==> src/rtl/spi_periph_if.sv <==
// spi_periph_if: groups the transmit/receive handshake and the SPI pins of
// the SPI peripheral.
//   slave modport  - used by spi_periph (the peripheral itself)
//   master modport - used by whatever drives the peripheral and the SPI pins
// Signals:
//   tx_valid/tx_ready/tx_data            - word to send in the next frame
//   rx_valid/rx_data/rx_nbits            - received word, end-of-frame pulse
//   tx_underrun/rx_overrun               - one-cycle error pulses
//   SCLK/MOSI/SS_N (to peripheral), MISO - SPI link, mode 0
interface spi_periph_if #(
  parameter int SPI_MAXLEN = 8
);
  logic                          tx_valid;
  logic                          tx_ready;
  logic [SPI_MAXLEN-1:0]         tx_data;
  logic                          rx_valid;
  logic [SPI_MAXLEN-1:0]         rx_data;
  logic [$clog2(SPI_MAXLEN):0]   rx_nbits;
  logic                          tx_underrun;
  logic                          rx_overrun;
  logic                          SCLK;
  logic                          MOSI;
  logic                          SS_N;
  logic                          MISO;

  modport slave (
    input  tx_valid, tx_data, SCLK, MOSI, SS_N,
    output tx_ready, rx_valid, rx_data, rx_nbits, tx_underrun, rx_overrun, MISO
  );

  modport master (
    output tx_valid, tx_data, SCLK, MOSI, SS_N,
    input  tx_ready, rx_valid, rx_data, rx_nbits, tx_underrun, rx_overrun, MISO
  );
endinterface

==> src/rtl/spi_periph.sv <==
// spi_periph: SPI mode 0 (CPOL=0, CPHA=0) peripheral, MSB first, frames of
// 1..SPI_MAXLEN bits delimited by SS_N. The SPI pins are oversampled in the
// clk domain; all edges are acted on SYNC_STAGES+1 clk after the pin edge.
// Ports:
//   clk    - system clock (period <= SCLK half-period / (SYNC_STAGES+2))
//   sreset - synchronous, active-high reset
//   bus    - spi_periph_if.slave: tx handshake, rx outputs, error pulses,
//            SCLK/MOSI/SS_N inputs and MISO output
module spi_periph #(
  parameter int SPI_MAXLEN  = 8,
  parameter int SYNC_STAGES = 2
) (
  input  logic         clk,
  input  logic         sreset,
  spi_periph_if.slave  bus
);

  localparam int CNT_W    = $clog2(SPI_MAXLEN) + 1;
  localparam int SETTLE_W = $clog2(SYNC_STAGES + 1);

  typedef enum logic [1:0] {
    WAIT_IDLE,
    IDLE,
    ACTIVE,
    DONE
  } state_t;

  state_t state_reg, state_next;

  // Pin synchronizers and previous-value registers for edge detection.
  logic [SYNC_STAGES-1:0] sclk_sync_reg, mosi_sync_reg, ss_sync_reg;
  logic                   sclk_prev_reg, ss_prev_reg;
  logic                   sclk_sync, mosi_sync, ss_sync;
  logic                   sclk_rise, sclk_fall, ss_rise, ss_fall;

  // Datapath registers.
  logic [SPI_MAXLEN-1:0] tx_buf_reg, tx_buf_next;
  logic                  tx_full_reg, tx_full_next;
  logic [SPI_MAXLEN-1:0] tx_shift_reg, tx_shift_next;
  logic [SPI_MAXLEN-1:0] rx_shift_reg, rx_shift_next;
  logic [CNT_W-1:0]      bit_cnt_reg, bit_cnt_next;
  logic                  ovf_reg, ovf_next;
  logic                  miso_reg, miso_next;
  logic                  rx_valid_reg, rx_valid_next;
  logic [SPI_MAXLEN-1:0] rx_data_reg, rx_data_next;
  logic [CNT_W-1:0]      rx_nbits_reg, rx_nbits_next;
  logic                  tx_underrun_reg, tx_underrun_next;
  logic                  rx_overrun_reg, rx_overrun_next;
  logic [SETTLE_W-1:0]   settle_reg, settle_next;
  logic                  tx_accept;

  always_ff @(posedge clk) begin
    if (sreset) begin
      sclk_sync_reg <= '0;
      mosi_sync_reg <= '0;
      ss_sync_reg   <= '1;
      sclk_prev_reg <= 1'b0;
      ss_prev_reg   <= 1'b1;
    end else begin
      sclk_sync_reg <= {sclk_sync_reg[SYNC_STAGES-2:0], bus.SCLK};
      mosi_sync_reg <= {mosi_sync_reg[SYNC_STAGES-2:0], bus.MOSI};
      ss_sync_reg   <= {ss_sync_reg[SYNC_STAGES-2:0], bus.SS_N};
      sclk_prev_reg <= sclk_sync;
      ss_prev_reg   <= ss_sync;
    end
  end

  assign sclk_sync = sclk_sync_reg[SYNC_STAGES-1];
  assign mosi_sync = mosi_sync_reg[SYNC_STAGES-1];
  assign ss_sync   = ss_sync_reg[SYNC_STAGES-1];
  assign sclk_rise = sclk_sync & ~sclk_prev_reg;
  assign sclk_fall = ~sclk_sync & sclk_prev_reg;
  assign ss_rise   = ss_sync & ~ss_prev_reg;
  assign ss_fall   = ~ss_sync & ss_prev_reg;

  assign tx_accept = bus.tx_valid & ~tx_full_reg;

  always_ff @(posedge clk) begin
    if (sreset) begin
      state_reg <= WAIT_IDLE;
    end else begin
      state_reg <= state_next;
    end
  end

  always_comb begin
    state_next       = state_reg;
    tx_buf_next      = tx_buf_reg;
    tx_full_next     = tx_full_reg;
    tx_shift_next    = tx_shift_reg;
    rx_shift_next    = rx_shift_reg;
    bit_cnt_next     = bit_cnt_reg;
    ovf_next         = ovf_reg;
    miso_next        = miso_reg;
    rx_valid_next    = 1'b0;
    rx_data_next     = rx_data_reg;
    rx_nbits_next    = rx_nbits_reg;
    tx_underrun_next = 1'b0;
    rx_overrun_next  = 1'b0;
    settle_next      = settle_reg;

    // Accept can only fire while the buffer is empty, so it never collides
    // with the buffer being consumed at the start of a frame.
    if (tx_accept) begin
      tx_buf_next  = bus.tx_data;
      tx_full_next = 1'b1;
    end

    case (state_reg)
      WAIT_IDLE: begin
        miso_next = 1'b0;
        // The synchronizer is preset high during reset, so a single high
        // sample proves nothing. Require the whole chain to stay high long
        // enough that every stage holds a real pin sample; a frame that was
        // in progress at reset release is then skipped.
        if (&ss_sync_reg) begin
          if (settle_reg == SETTLE_W'(SYNC_STAGES)) begin
            state_next  = IDLE;
            settle_next = '0;
          end else begin
            settle_next = settle_reg + SETTLE_W'(1);
          end
        end else begin
          settle_next = '0;
        end
      end

      IDLE: begin
        miso_next = 1'b0;
        if (ss_fall) begin
          state_next    = ACTIVE;
          rx_shift_next = '0;
          bit_cnt_next  = '0;
          ovf_next      = 1'b0;
          if (tx_full_reg) begin
            tx_shift_next = tx_buf_reg;
            tx_full_next  = 1'b0;
            miso_next     = tx_buf_reg[SPI_MAXLEN-1];
          end else begin
            tx_shift_next    = '0;
            tx_underrun_next = 1'b1;
            miso_next        = 1'b0;
          end
        end
      end

      ACTIVE: begin
        if (ss_rise) begin
          // SCLK edges seen in the same cycle as the deselect are dropped.
          state_next = DONE;
          miso_next  = 1'b0;
        end else if (sclk_rise) begin
          if (bit_cnt_reg < CNT_W'(SPI_MAXLEN)) begin
            rx_shift_next = (rx_shift_reg << 1) | SPI_MAXLEN'(mosi_sync);
            bit_cnt_next  = bit_cnt_reg + CNT_W'(1);
          end else begin
            ovf_next = 1'b1;
          end
        end else if (sclk_fall) begin
          tx_shift_next = tx_shift_reg << 1;
          miso_next     = tx_shift_next[SPI_MAXLEN-1];
        end
      end

      DONE: begin
        miso_next  = 1'b0;
        state_next = IDLE;
        if (bit_cnt_reg != '0) begin
          rx_valid_next   = 1'b1;
          rx_data_next    = rx_shift_reg;
          rx_nbits_next   = bit_cnt_reg;
          rx_overrun_next = ovf_reg;
        end
      end

      default: begin
        state_next = WAIT_IDLE;
        miso_next  = 1'b0;
      end
    endcase
  end

  always_ff @(posedge clk) begin
    if (sreset) begin
      tx_buf_reg      <= '0;
      tx_full_reg     <= 1'b0;
      tx_shift_reg    <= '0;
      rx_shift_reg    <= '0;
      bit_cnt_reg     <= '0;
      ovf_reg         <= 1'b0;
      miso_reg        <= 1'b0;
      rx_valid_reg    <= 1'b0;
      rx_data_reg     <= '0;
      rx_nbits_reg    <= '0;
      tx_underrun_reg <= 1'b0;
      rx_overrun_reg  <= 1'b0;
      settle_reg      <= '0;
    end else begin
      tx_buf_reg      <= tx_buf_next;
      tx_full_reg     <= tx_full_next;
      tx_shift_reg    <= tx_shift_next;
      rx_shift_reg    <= rx_shift_next;
      bit_cnt_reg     <= bit_cnt_next;
      ovf_reg         <= ovf_next;
      miso_reg        <= miso_next;
      rx_valid_reg    <= rx_valid_next;
      rx_data_reg     <= rx_data_next;
      rx_nbits_reg    <= rx_nbits_next;
      tx_underrun_reg <= tx_underrun_next;
      rx_overrun_reg  <= rx_overrun_next;
      settle_reg      <= settle_next;
    end
  end

  assign bus.tx_ready    = ~tx_full_reg;
  assign bus.rx_valid    = rx_valid_reg;
  assign bus.rx_data     = rx_data_reg;
  assign bus.rx_nbits    = rx_nbits_reg;
  assign bus.tx_underrun = tx_underrun_reg;
  assign bus.rx_overrun  = rx_overrun_reg;
  assign bus.MISO        = miso_reg;

endmodule

==> src/flat_wrapper.sv <==
// flat-port wrapper written by rule: the top's interface ports become plain ports
module spi_periph_flat 
#(
  parameter int SPI_MAXLEN  = 8,
  parameter int SYNC_STAGES = 2
)
  (clk, sreset, bus_tx_valid, bus_tx_data, bus_SCLK, bus_MOSI, bus_SS_N, bus_tx_ready, bus_rx_valid, bus_rx_data, bus_rx_nbits, bus_tx_underrun, bus_rx_overrun, bus_MISO);
  spi_periph_if #(.SPI_MAXLEN(SPI_MAXLEN)) bus_i ();
  input  logic clk;
  input  logic sreset;
  input wire logic [$bits(bus_i.tx_valid)-1:0] bus_tx_valid;
  input wire logic [$bits(bus_i.tx_data)-1:0] bus_tx_data;
  input wire logic [$bits(bus_i.SCLK)-1:0] bus_SCLK;
  input wire logic [$bits(bus_i.MOSI)-1:0] bus_MOSI;
  input wire logic [$bits(bus_i.SS_N)-1:0] bus_SS_N;
  output wire logic [$bits(bus_i.tx_ready)-1:0] bus_tx_ready;
  output wire logic [$bits(bus_i.rx_valid)-1:0] bus_rx_valid;
  output wire logic [$bits(bus_i.rx_data)-1:0] bus_rx_data;
  output wire logic [$bits(bus_i.rx_nbits)-1:0] bus_rx_nbits;
  output wire logic [$bits(bus_i.tx_underrun)-1:0] bus_tx_underrun;
  output wire logic [$bits(bus_i.rx_overrun)-1:0] bus_rx_overrun;
  output wire logic [$bits(bus_i.MISO)-1:0] bus_MISO;
  assign bus_i.tx_valid = bus_tx_valid;
  assign bus_i.tx_data = bus_tx_data;
  assign bus_i.SCLK = bus_SCLK;
  assign bus_i.MOSI = bus_MOSI;
  assign bus_i.SS_N = bus_SS_N;
  assign bus_tx_ready = bus_i.tx_ready;
  assign bus_rx_valid = bus_i.rx_valid;
  assign bus_rx_data = bus_i.rx_data;
  assign bus_rx_nbits = bus_i.rx_nbits;
  assign bus_tx_underrun = bus_i.tx_underrun;
  assign bus_rx_overrun = bus_i.rx_overrun;
  assign bus_MISO = bus_i.MISO;
  spi_periph #(.SPI_MAXLEN(SPI_MAXLEN), .SYNC_STAGES(SYNC_STAGES)) u_core (.clk(clk), .sreset(sreset), .bus(bus_i));
endmodule
==> config.mk <==
export PLATFORM = sky130hd
export DESIGN_NAME = spi_periph_flat
export DESIGN_NICKNAME = d
export VERILOG_FILES = /design/src/rtl/spi_periph_if.sv /design/src/rtl/spi_periph.sv /design/src/flat_wrapper.sv
export SDC_FILE = /design/constraint.sdc
export NUM_CORES = 1
export LEC_CHECK = 0
export CORE_MARGIN = 1.5
export CORE_UTILIZATION = 49
export CTS_CLUSTER_SIZE = 25
export DETAILED_ROUTE_END_ITERATION = 16
export GPL_ROUTABILITY_DRIVEN = 1
export GPL_TIMING_DRIVEN = 1
export PLACE_DENSITY_LB_ADDON = 0.15
export SYNTH_ARGS = -nofsm -noshare
export SYNTH_HDL_FRONTEND = slang
export SYNTH_SLANG_ARGS = --single-unit
==> constraint.sdc <==
create_clock -name clk -period 1.55 [get_ports clk]
set_input_delay 0.2325 -clock clk [delete_from_list [all_inputs] [get_ports clk]]
set_output_delay 0.2325 -clock clk [all_outputs]
set_load 0.01 [all_outputs]
# Word level (Yosys, flattened, before mapping)
# Index checks and enable logic that the tools add are counted.
# word_totals
word_cells	107
register_bits	57
input_bits	14
# op_classes
mux	40
add_sub_neg	2
n_bitwise	15
magnitude_cmp	1
reduce_logical	14
eq_ne	16
# op_table
operator	count
$mux W7	5
$mux W8	4
$mux W4	4
$pmux W8 S2	1
$mux W1	15
$reduce_and A5 Y1	3
$ne A2 B1 Y1 const B	7
$pmux W7 S2	1
$mux W2	6
$not A1 Y1	9
$or A8 B1 Y8	1
$pmux W2 S4	1
$pmux W4 S2	1
$eq A2 B2 Y1 const B	3
$ne A2 B2 Y1 const B	3
$reduce_and A2 Y1	3
$reduce_or A3 Y1	2
$and A1 B1 Y1	5
$add A4 B1 Y4 const B	1
$lt A4 B4 Y1 const B	1
$reduce_and A4 Y1	1
$reduce_bool A4 Y1	1
$reduce_or A2 Y1	2
$ne A3 B1 Y1 const B	1
other kinds (7)	7

# Depth between registers and ports, before layout
# Gate-level depths: netlist of run 1.
# logic_depth
ltp_word	6
ltp_mapped	7
ltp_nobuf	6

# Worst setup path after synthesis of run 1
# No wires, ideal clock.
# synth_path
path_type	flip-flop to flip-flop
from	reg u_core.state_reg[1]
to	reg u_core.state_reg[0]
path_buffers	1
slack_ns	-0.032
required_time_ns	1.427
setup_ns	0.123
t_arrival_ns	1.458
path_stages_with_launch	7
cell_sequence	dfxtp_1 -> inv_1 -> ha_1 -> buf_2 -> a21oi_1 -> a2bb2oi_1 -> mux2_1
# synth_between
elab_chain_cells	3
# synth_rtl
item	line_no	source
start: declaration	spi_periph.sv:28	state_t state_reg, state_next;
start signal: assignment	spi_periph.sv:82	state_reg <= state_next;
$eq A2 B2 Y1, or another cell as far along	spi_periph.sv:109	case (state_reg)
$ne A2 B1 Y1 (no source line)	--	
$reduce_and A4 Y1 (no source line)	--	
# Several ways; a longest one is shown, not always the timed one.
# A chain may end at the register's enable or synchronous reset.

# Worst setup path in the final report of run 1
# layout_path
from	reg u_core.state_reg[0]
to	reg u_core.bit_cnt_reg[2]
# layout_between
elab_chain_cells	3
# layout_rtl
item	line_no	source
$eq A2 B2 Y1 or $eq A2 B1 Y1 (tied branches)	spi_periph.sv:109	
$ne A2 B1 Y1 (no source line), or another cell as far along	--	
$reduce_and A5 Y1 (no source line)	--	
end signal: assignment	spi_periph.sv:203	bit_cnt_reg <= bit_cnt_next;
end: declaration	spi_periph.sv:41	logic [CNT_W-1:0] bit_cnt_reg, bit_cnt_next;
# Several ways; a longest one is shown, not always the timed one.

==> out/metrics.cfg, run 1 <==
[worst_setup_path]
critPathRequiredTime_ns=1.75
crit_slowest_cell=dfxtp_4
cp-start-kind=flop
end_kind=flop
path_cells=inv_4, ha_4, inv_2, a221o_1, o311ai_2, o41ai_1
worstPathArrival_ns=1.77
critPathKind=reg -> reg
max_stage_delay_ns=0.38
path_buf_inv=2
critical-path-top-delay-family=compound AO/OA/AOI/OAI gates
cp_max_fo=4

[clock_network]
ctsHtreeMaxLevel=3
clockRootBuffer=clkbuf_8
cts_buffers=9
clkSlewWorstSetupHoldPaths_ns=0.07
cts.sinks=57
cts_buffer_depth=2
cts_hold_buffers=0
cts_tree=done
clk_latency_ns=0.33

[yosys]
synth_area_leader_cell=dfxtp_1
yosys_warnings=0
synth.top_cell.area_share_pct=46.6
synth_nets=294
synth.area.top_cells=dfxtp_1 (47%), a21oi_1 (4.9%), nand2_1 (4.6%)
synth_cell_types=45
synthCells=272
syn_area_um2=2450
postSynthAreaPerCell_um2=9.00
yosysSeqAreaShare_pct=46.6
synth_seq_cells=57

[sta]
hold_viol_final=0
achievable-frequency_mhz=636
slew_violations=0
period_minus_slack_ns=1.57
fin_setup_tns_ns=-0.0213
worst_pin_slew_ns=0.369
setup_viol_count_final=1
maxSlewHeadroom_pct=75.4
rsz0062_at_grt=true
finClkSkew_ns=0.00731
finalWorstSetupSlack_ns=-0.0213
min_period_over_period_pct=101

[power]
ir_drop_uv=752
power_switching_share_pct=28.9
clockPowerShare_pct=34.7
powerDensity_nw_per_um2=1200
power_switching_uw=1150
p_comb_share_pct=23.0
power.leakage_uw=0.00125
p_int_uw=2830
p_seq_share_pct=42.3

[global_routing]
grt_pass1_wl_um=8660
grtUsageMet3_pct=4.53
grt_pass1_vias=1980
groute.usage.overall_pct=21.1
antenna_found_initial=0
met2_usage_pct=34.6
grt_max_degree=22
grt_overflow_total=0
busiest_layer=met2
met1_usage_pct=26.0

[detailed_routing]
wire_per_inst_um=13.4
drcViolationCount=0
vias=2084
drt_iter0_drc=153
dr.pass1.iters=4
ant_nets=0
drt_wl_total_um=5320
viasPerCell=5.25

[cells_and_area]
syn2layout_area_growth_pct=35.6
multi_input_area_um2=1290
drive_gt1_share_pct=23.0
layoutNonFillerInstCount=397
fill_cells=401
regArea_um2=1150
antennaDiodeCount=0
layout_commonest_cell=dfxtp_1
nets=347
final_cell_mix=dfxtp_1 (55), nand2_1 (30), clkdlybuf4s50_1 (29), a21oi_1 (24), buf_4 (23)

[hold_path]
holdCritPathClass=in -> reg

[floorplanning]
die_x_um=73.7
ios=31
core-area_um2=4750
die_y_um=73.7
num_rows=25
initial_utilization_pct=51.5
die_area_um2=5430

[placed_design]
dpl.hpwl_um=3610
dp.cells=379
dp_slack_ns=-0.0740
io_buffers=30
gp_congestion=0.848

[run]
max_cap_violations=0

[status]
violations=negative setup slack
status=complete, but fails checks

-- metal layers --
layer	routed length, um	vias up
met5	0	-
met4	93	0
met3	221	8
met2	2650	49
met1	2360	957
li1	-	1070
-- per-stage QoR --
stage	area [um^2]	hold WS [ns]	power, uW	util [%]
after floorplan	2460	0.336	2200	-
after global placement	2980	0.425	2470	62.7
after detailed placement	2980	0.431	2490	62.7
after CTS	3240	0.296	3930	68.1
after global routing	3320	0.311	4170	69.8
final	3320	0.289	3990	69.8
-- worst paths after layout --
path | from | end | slack (ns) | cells past startpoint
min | sreset | u_core.bus.rx_nbits[0] | 0.29 | 2
min reg2reg | u_core.sclk_sync_reg[0] | u_core.sclk_sync_reg[1] | 0.44 | 1
max | u_core.state_reg[0] | u_core.bit_cnt_reg[2] | -0.02 | 6
max reg2reg | u_core.state_reg[0] | u_core.bit_cnt_reg[2] | -0.02 | 6
-- area by class of cell --
| class | instances | area share, % |
|---|---|---|
| multi-input combinational | 186 | 38.8 |
| timing repair buffer | 59 | 16.7 |
| sequential | 57 | 34.6 |
| inverter | 12 | 1.43 |
| clock inverter | 5 | 1.66 |
| clock buffer | 11 | 4.26 |
| tap | 67 | 2.53 |
-- power by group through the flow --
| stage | clock network [uW] | logic, uW | registers (uW) |
|---|---|---|---|
| global placement | 0 | 764 | 1700 |
| global route | 1470 | 1000 | 1700 |
| floorplan | 0 | 506 | 1690 |
| finish | 1380 | 917 | 1690 |
| CTS | 1400 | 845 | 1680 |
| detailed placement | 0 | 777 | 1710 |
-- cell usage after synthesis, drive strengths merged --
cell,count
o41ai,1
a21boi,1
nand3,3
and2b,1
a21o,1
nand2b,5
nand2,30
mux2,2
a311oi,6
a31oi,6
a31o,1
nand4,15
nand4b,1
a221o,1
or2,3
nor2b,8
o311ai,1
nor3,3
o21a,2
or3,1
nand3b,6
mux2i,11
o21ai,16
nor3b,1
a221oi,1
clkbuf,6
a2bb2oi,1
o31ai,2
nor2,19
buf,11
ha,8
o32ai,1
a22oi,2
inv,12
a21oi,25
dfxtp,57
a211oi,1
-- worst register-to-register path, delay by kind of cell (launching register included) --
family,cells,cell delay [ns]
DFF,1,0.38
adders and majority gates,1,0.27
AOI/OAI and AO/OA,3,0.69
buffers and inverters,2,0.11
-- what timing repair did --
item                                    CTS  global route
gates resized for setup                  13            16
pin swaps                                 4             4
endpoints found under the setup margin   18            18
endpoints found under the hold margin     0             0
setup buffers                             2             0
-- kinds of logic after synthesis --
logic type / Yosys count / share of synthesized area [%]
muxes: 13 / 5.42
DFF: 57 / 46.6
and+or+nand+nor: 96 / 20.3
buffers and inverters: 29 / 5.27
AOI/OAI and AO/OA: 69 / 18.3
adders and majority gates: 8 / 4.09
No activity file was read; power rests on OpenSTA's default activity.
==> run 2, diff against run 1 <==
Settings changed: CORE_ASPECT_RATIO from default to 1.25, MAX_ROUTING_LAYER from default to met4.
==> out/metrics.cfg, run 2 (synthesized netlist as in run 1, its figures left out) <==
[global_routing]
grt_overflow_total=0
grt_pass1_wl_um=8880
grt_pass1_vias=2033
grt_max_degree=21
groute.usage.overall_pct=22.1
antenna_found_initial=0

[power]
power.leakage_uw=0.00128
ir_drop_uv=817
powerDensity_nw_per_um2=1180

[worst_setup_path]
critPathMostFrequentCell=inv_4
critical-path-top-delay-family=compound AO/OA/AOI/OAI gates
r2r-end=u_core.rx_shift_reg[4]
path_buf_inv=3
critPathRequiredTime_ns=1.78
critPathKind=reg -> reg
path_cells=inv_4, ha_4, inv_4, a221o_2, buf_6, o21ai_1, a21oi_1
end_kind=flop
ff2ff_setup_slack_ns=-0.05
rr_worst_depth=7
cp-start-kind=flop
cp_max_fo=5
cp-startpoint=u_core.state_reg[1]
rr_startpoint=u_core.state_reg[1]
worstPathArrival_ns=1.83
max_stage_delay_ns=0.38
crit_slowest_cell=dfxtp_4

[run]
max_cap_violations=0

[clock_network]
ctsHtreeMaxLevel=3
clk_latency_ns=0.34
clkSlewWorstSetupHoldPaths_ns=0.07
cts_buffer_depth=2
cts_hold_buffers=0
clockRootBuffer=clkbuf_8
cts_buffers=9
cts.sinks=57
cts_tree=done

[detailed_routing]
viasPerCell=5.42
drcViolationCount=0
wire_per_inst_um=13.6
vias=2135
drt_wl_total_um=5350
dr.pass1.iters=4
drt_iter0_drc=171
ant_nets=0

[placed_design]
io_buffers=30
gp_congestion=0.806
placed_area_um2=2960
dpl.hpwl_um=3420

[sta]
slew_violations=0
period_minus_slack_ns=1.60
rsz0062_at_grt=true
maxSlewHeadroom_pct=78.1
finalWorstSetupSlack_ns=-0.0512
holdWs_ns=0.267
hold_viol_final=0
setup_viol_count_final=11
finClkSkew_ns=0.0104
min_period_over_period_pct=103
achievable-frequency_mhz=625
worst_pin_slew_ns=0.329

[cells_and_area]
final_cell_area_um2=3420
nets=351
antennaDiodeCount=0
syn2layout_area_growth_pct=39.6
final_cell_mix=dfxtp_1 (55), nand2_1 (30), clkdlybuf4s50_1 (28), buf_4 (26), a21oi_1 (21)
fill_cells=385
drive_gt1_share_pct=27.5
layout_commonest_cell=dfxtp_1

[floorplanning]
num_rows=28
ios=31
initial_utilization_pct=51.4
core-area_um2=4760
die_x_um=66.2
die_area_um2=5430
die_y_um=82.0

[hold_path]
holdCritPathClass=in -> reg
hold_depth=2
hold_end=u_core.bus.rx_nbits[0]
min_from=sreset

[status]
status=complete, but fails checks
violations=negative setup slack

run 2: layout make-up:
class | instances | area, um^2 | share of cell area (%)
timing repair buffer | 63 | 589 | 17.2
inverter | 12 | 52.6 | 1.54
clock buffer | 9 | 124 | 3.63
sequential | 57 | 1150 | 33.6
tap | 60 | 75.1 | 2.20
multi-input combinational | 186 | 1360 | 39.7
clock inverter | 7 | 71.3 | 2.09
run 2: stage by stage:
step / power (uW) / instances / utilization (%) / setup TNS [ns] / setup WS (ns)
6_report: 4040 / 394 / 71.7 / -0.332 / -0.0512
5_1_grt: 4250 / 394 / 71.7 / -0.835 / -0.0923
4_1_cts: 3950 / 391 / 68.6 / 0 / 0.00189
3_5_place_dp: 2480 / 371 / 62.2 / -0.695 / -0.0615
3_3_place_gp: 2470 / 371 / 62.2 / -0.0183 / -0.0124
2_1_floorplan: 2200 / 272 / - / 0 / 0.0217
run 2: power by group:
group          total (uW)  switching, uW  internal [uW]
Combinational        1020            519            503
Sequential           1680           85.0           1600
Clock                1330            598            736
Total                4040           1200           2840
run 2: timing repair:
action / in CTS / in global routing
gates resized for setup: 19 / 31
setup buffers: 3 / 2
pin swaps: 4 / 11
cloned: 1 / 1
setup endpoints to repair: 19 / 20
run 2: worst max-delay path by stage:
stage | endpoint | slack (ns) | cells past startpoint
2_1_floorplan | u_core.bit_cnt_reg[2] | 0.02 | 6
3_3_place_gp | u_core.bit_cnt_reg[2] | -0.01 | 6
3_5_place_dp | u_core.bit_cnt_reg[2] | -0.06 | 6
6_report | u_core.rx_shift_reg[4] | -0.05 | 7
5_1_grt | u_core.rx_shift_reg[2] | -0.09 | 7
4_1_cts | u_core.bit_cnt_reg[2] | 0.002 | 6
run 2: routing by layer:
metal | up-vias | wire, um | global-route usage (%)
met5 | - | 0 | -
li1 | 1083 | - | -
met3 | 14 | 199 | 6.99
met4 | 0 | 128 | 11.4
met1 | 994 | 2230 | 23.7
met2 | 44 | 2800 | 36.6
run 2: worst register-to-register path, stage by stage (launching register included):
cell	delay [ns]
dfxtp_4	0.38
inv_4	0.06
ha_4	0.28
inv_4	0.05
a221o_2	0.37
buf_6	0.17
o21ai_1	0.13
a21oi_1	0.07
==> RTL edit: new RTL, config.mk and constraints of run 2 <==
Make the reset (`sreset`) asynchronous in 3 clocked blocks. Comments in the files are not updated.
--- a/src/rtl/spi_periph.sv
+++ b/src/rtl/spi_periph.sv
@@ -49,7 +49,7 @@
   logic [SETTLE_W-1:0]   settle_reg, settle_next;
   logic                  tx_accept;
 
-  always_ff @(posedge clk) begin
+  always_ff @(posedge clk or posedge sreset) begin
     if (sreset) begin
       sclk_sync_reg <= '0;
       mosi_sync_reg <= '0;
@@ -75,7 +75,7 @@
 
   assign tx_accept = bus.tx_valid & ~tx_full_reg;
 
-  always_ff @(posedge clk) begin
+  always_ff @(posedge clk or posedge sreset) begin
     if (sreset) begin
       state_reg <= WAIT_IDLE;
     end else begin
@@ -180,7 +180,7 @@
     endcase
   end
 
-  always_ff @(posedge clk) begin
+  always_ff @(posedge clk or posedge sreset) begin
     if (sreset) begin
       tx_buf_reg      <= '0;
       tx_full_reg     <= 1'b0;
Check against the original RTL: differs if sreset is asserted again (counterexample within 4 cycles, from zero or initial values and one cycle with sreset high); with sreset held inactive, the same outputs for 10 cycles.
==> RTL edit against run 2 <==
- the run still ends with setup timing left
- wire length shrank 12%
- cell area grew 2.0%
- synthesized cell count down 22%
- synthesized area grew 0.82%
- critical path depth down 2
- sequential cell count unchanged
- worst setup slack got worse by 43 ps
- power grew 36%
- via count decreased by 18%
- sequential power grew 21%
- largest power group is now combinational cells
==> RTL edit: results (changes against run 2) <==
| Metric | Value |
|---|---|
| First-pass GRT wire length | `7.76 mm (-13%)` |
| Critical path endpoint | `u_core.tx_shift_reg[1]` |
| Total negative slack | `-569 ps (-236 ps)` |
| # nets final | `301 (-14%)` |
| Layout cells sized above 1 | `32.7% (+5.2 points)` |
| Syn Area/Cell | `11.6 sq um (+29%)` |
| Pin count of the biggest net entering global routing | `58 (+180%)` |
| Final setup violation count | `7 (-4)` |
| Main flop type after synthesis | `dfrtp_1` |
| Asr flop ratio synth | `100% (+100 points)` |
| Vias in the first global route | `1758 (-14%)` |
| Leak | `1.61 nW (+26%)` |
| Library cells used by synthesis | `31 (-31%)` |
| WL per Instance | `13.6 um (+0.46%)` |
| Initial antenna violation count | `0 (unchanged)` |
| Register area share after synthesis | `58.0% (+11 points)` |
| Placed insts | `321 (-13%)` |
| Final HPWL DP | `2.99 mm (-13%)` |
| Mapped Nets | `234 (-20%)` |
| Synth area leaders | `dfrtp_1 (55%), mux2_2 (7.8%), nand2_1 (4.7%)` |
| Peak supply drop | `0.00119 V (+45%)` |
| Worst clock skew | `11.9 ps (+1.57 ps)` |
| Worst-Margin Slew | `392 ps (+63.1 ps)` |
| Worst hold-check path type | `input pin to asynchronous set/reset pin` |
| Latest clock arrival within the worst-skew pair | `340 ps (about the same)` |
| Crit. Startpoint | `u_core.state_reg[0]` |
| Slowest CP cell | `dfrtp_2` |
| Worst setup margin | `-94.7 ps (-43.5 ps)` |
| Gpl congestion | `0.791 (-1.9%)` |
| Failing checks | `setup timing` |
| CP top delay family | `adder cells` |
| Max incr delay on CP | `440 ps (+60 ps)` |
| Vias per inst | `5.09 (-6.1%)` |
| Status | `finished with violations` |
| Worst hold slack | `299 ps (+32.2 ps)` |
| GRT Total Usage | `20.2% (-1.9 points)` |
| Worst R2R Path Depth | `5 (-2)` |
| Place WS | `-117 ps (-55.2 ps)` |
| Synth top cells by count | `dfrtp_1 (54), nand2_1 (31), inv_1 (19), mux2_2 (17), o21ai_0 (12)` |
RTL edit: area by class of cell:
cell class                 count  area, sq um
inverter                      19         75.1
fill                         335         1310
clock inverter                 6         67.6
clock buffer                  10          138
sequential                    57         1430
tap                           60         75.1
timing repair buffer          64          624
multi-input combinational    128         1070
RTL edit: power breakdown:
| group | total (mW) | internal [mW] | switching (mW) |
|---|---|---|---|
| registers | 2.03 | 1.82 | 0.214 |
| logic | 2.04 | 1.17 | 0.863 |
| clock network | 1.41 | 0.787 | 0.626 |
| total | 5.48 | 3.78 | 1.70 |
RTL edit: metal layers:
| metal | part of all wire [%] | vias up | track usage [%] | wire [um] |
|---|---|---|---|---|
| met3 | 3.8 | 10 | 7.18 | 179 |
| li1 | - | 847 | - | - |
| met2 | 51 | 34 | 31.6 | 2380 |
| met5 | 0 | - | - | 0 |
| met1 | 43 | 859 | 23.1 | 2020 |
| met4 | 2.4 | 0 | 10.4 | 112 |
RTL edit: repair_timing:
item / CTS / global route
endpoints found under the setup margin: 21 / 34
pin swaps: 4 / 6
buffers inserted: 3 / 2
gates cloned: 0 / 2
resized for setup: 10 / 25
RTL edit: kinds of logic after synthesis:
logic type                 synth area share [%]
DFF                                        58.0
muxes                                      12.2
adders and majority gates                  4.51
and+or+nand+nor                            9.43
AOI/OAI and AO/OA                          11.4
buffers and inverters                      4.51
RTL edit: tightest hold or removal path, delay by kind of cell:
| family | cells | cell delay [ps] |
|---|---|---|
| buffers and inverters | 3 | 790 |
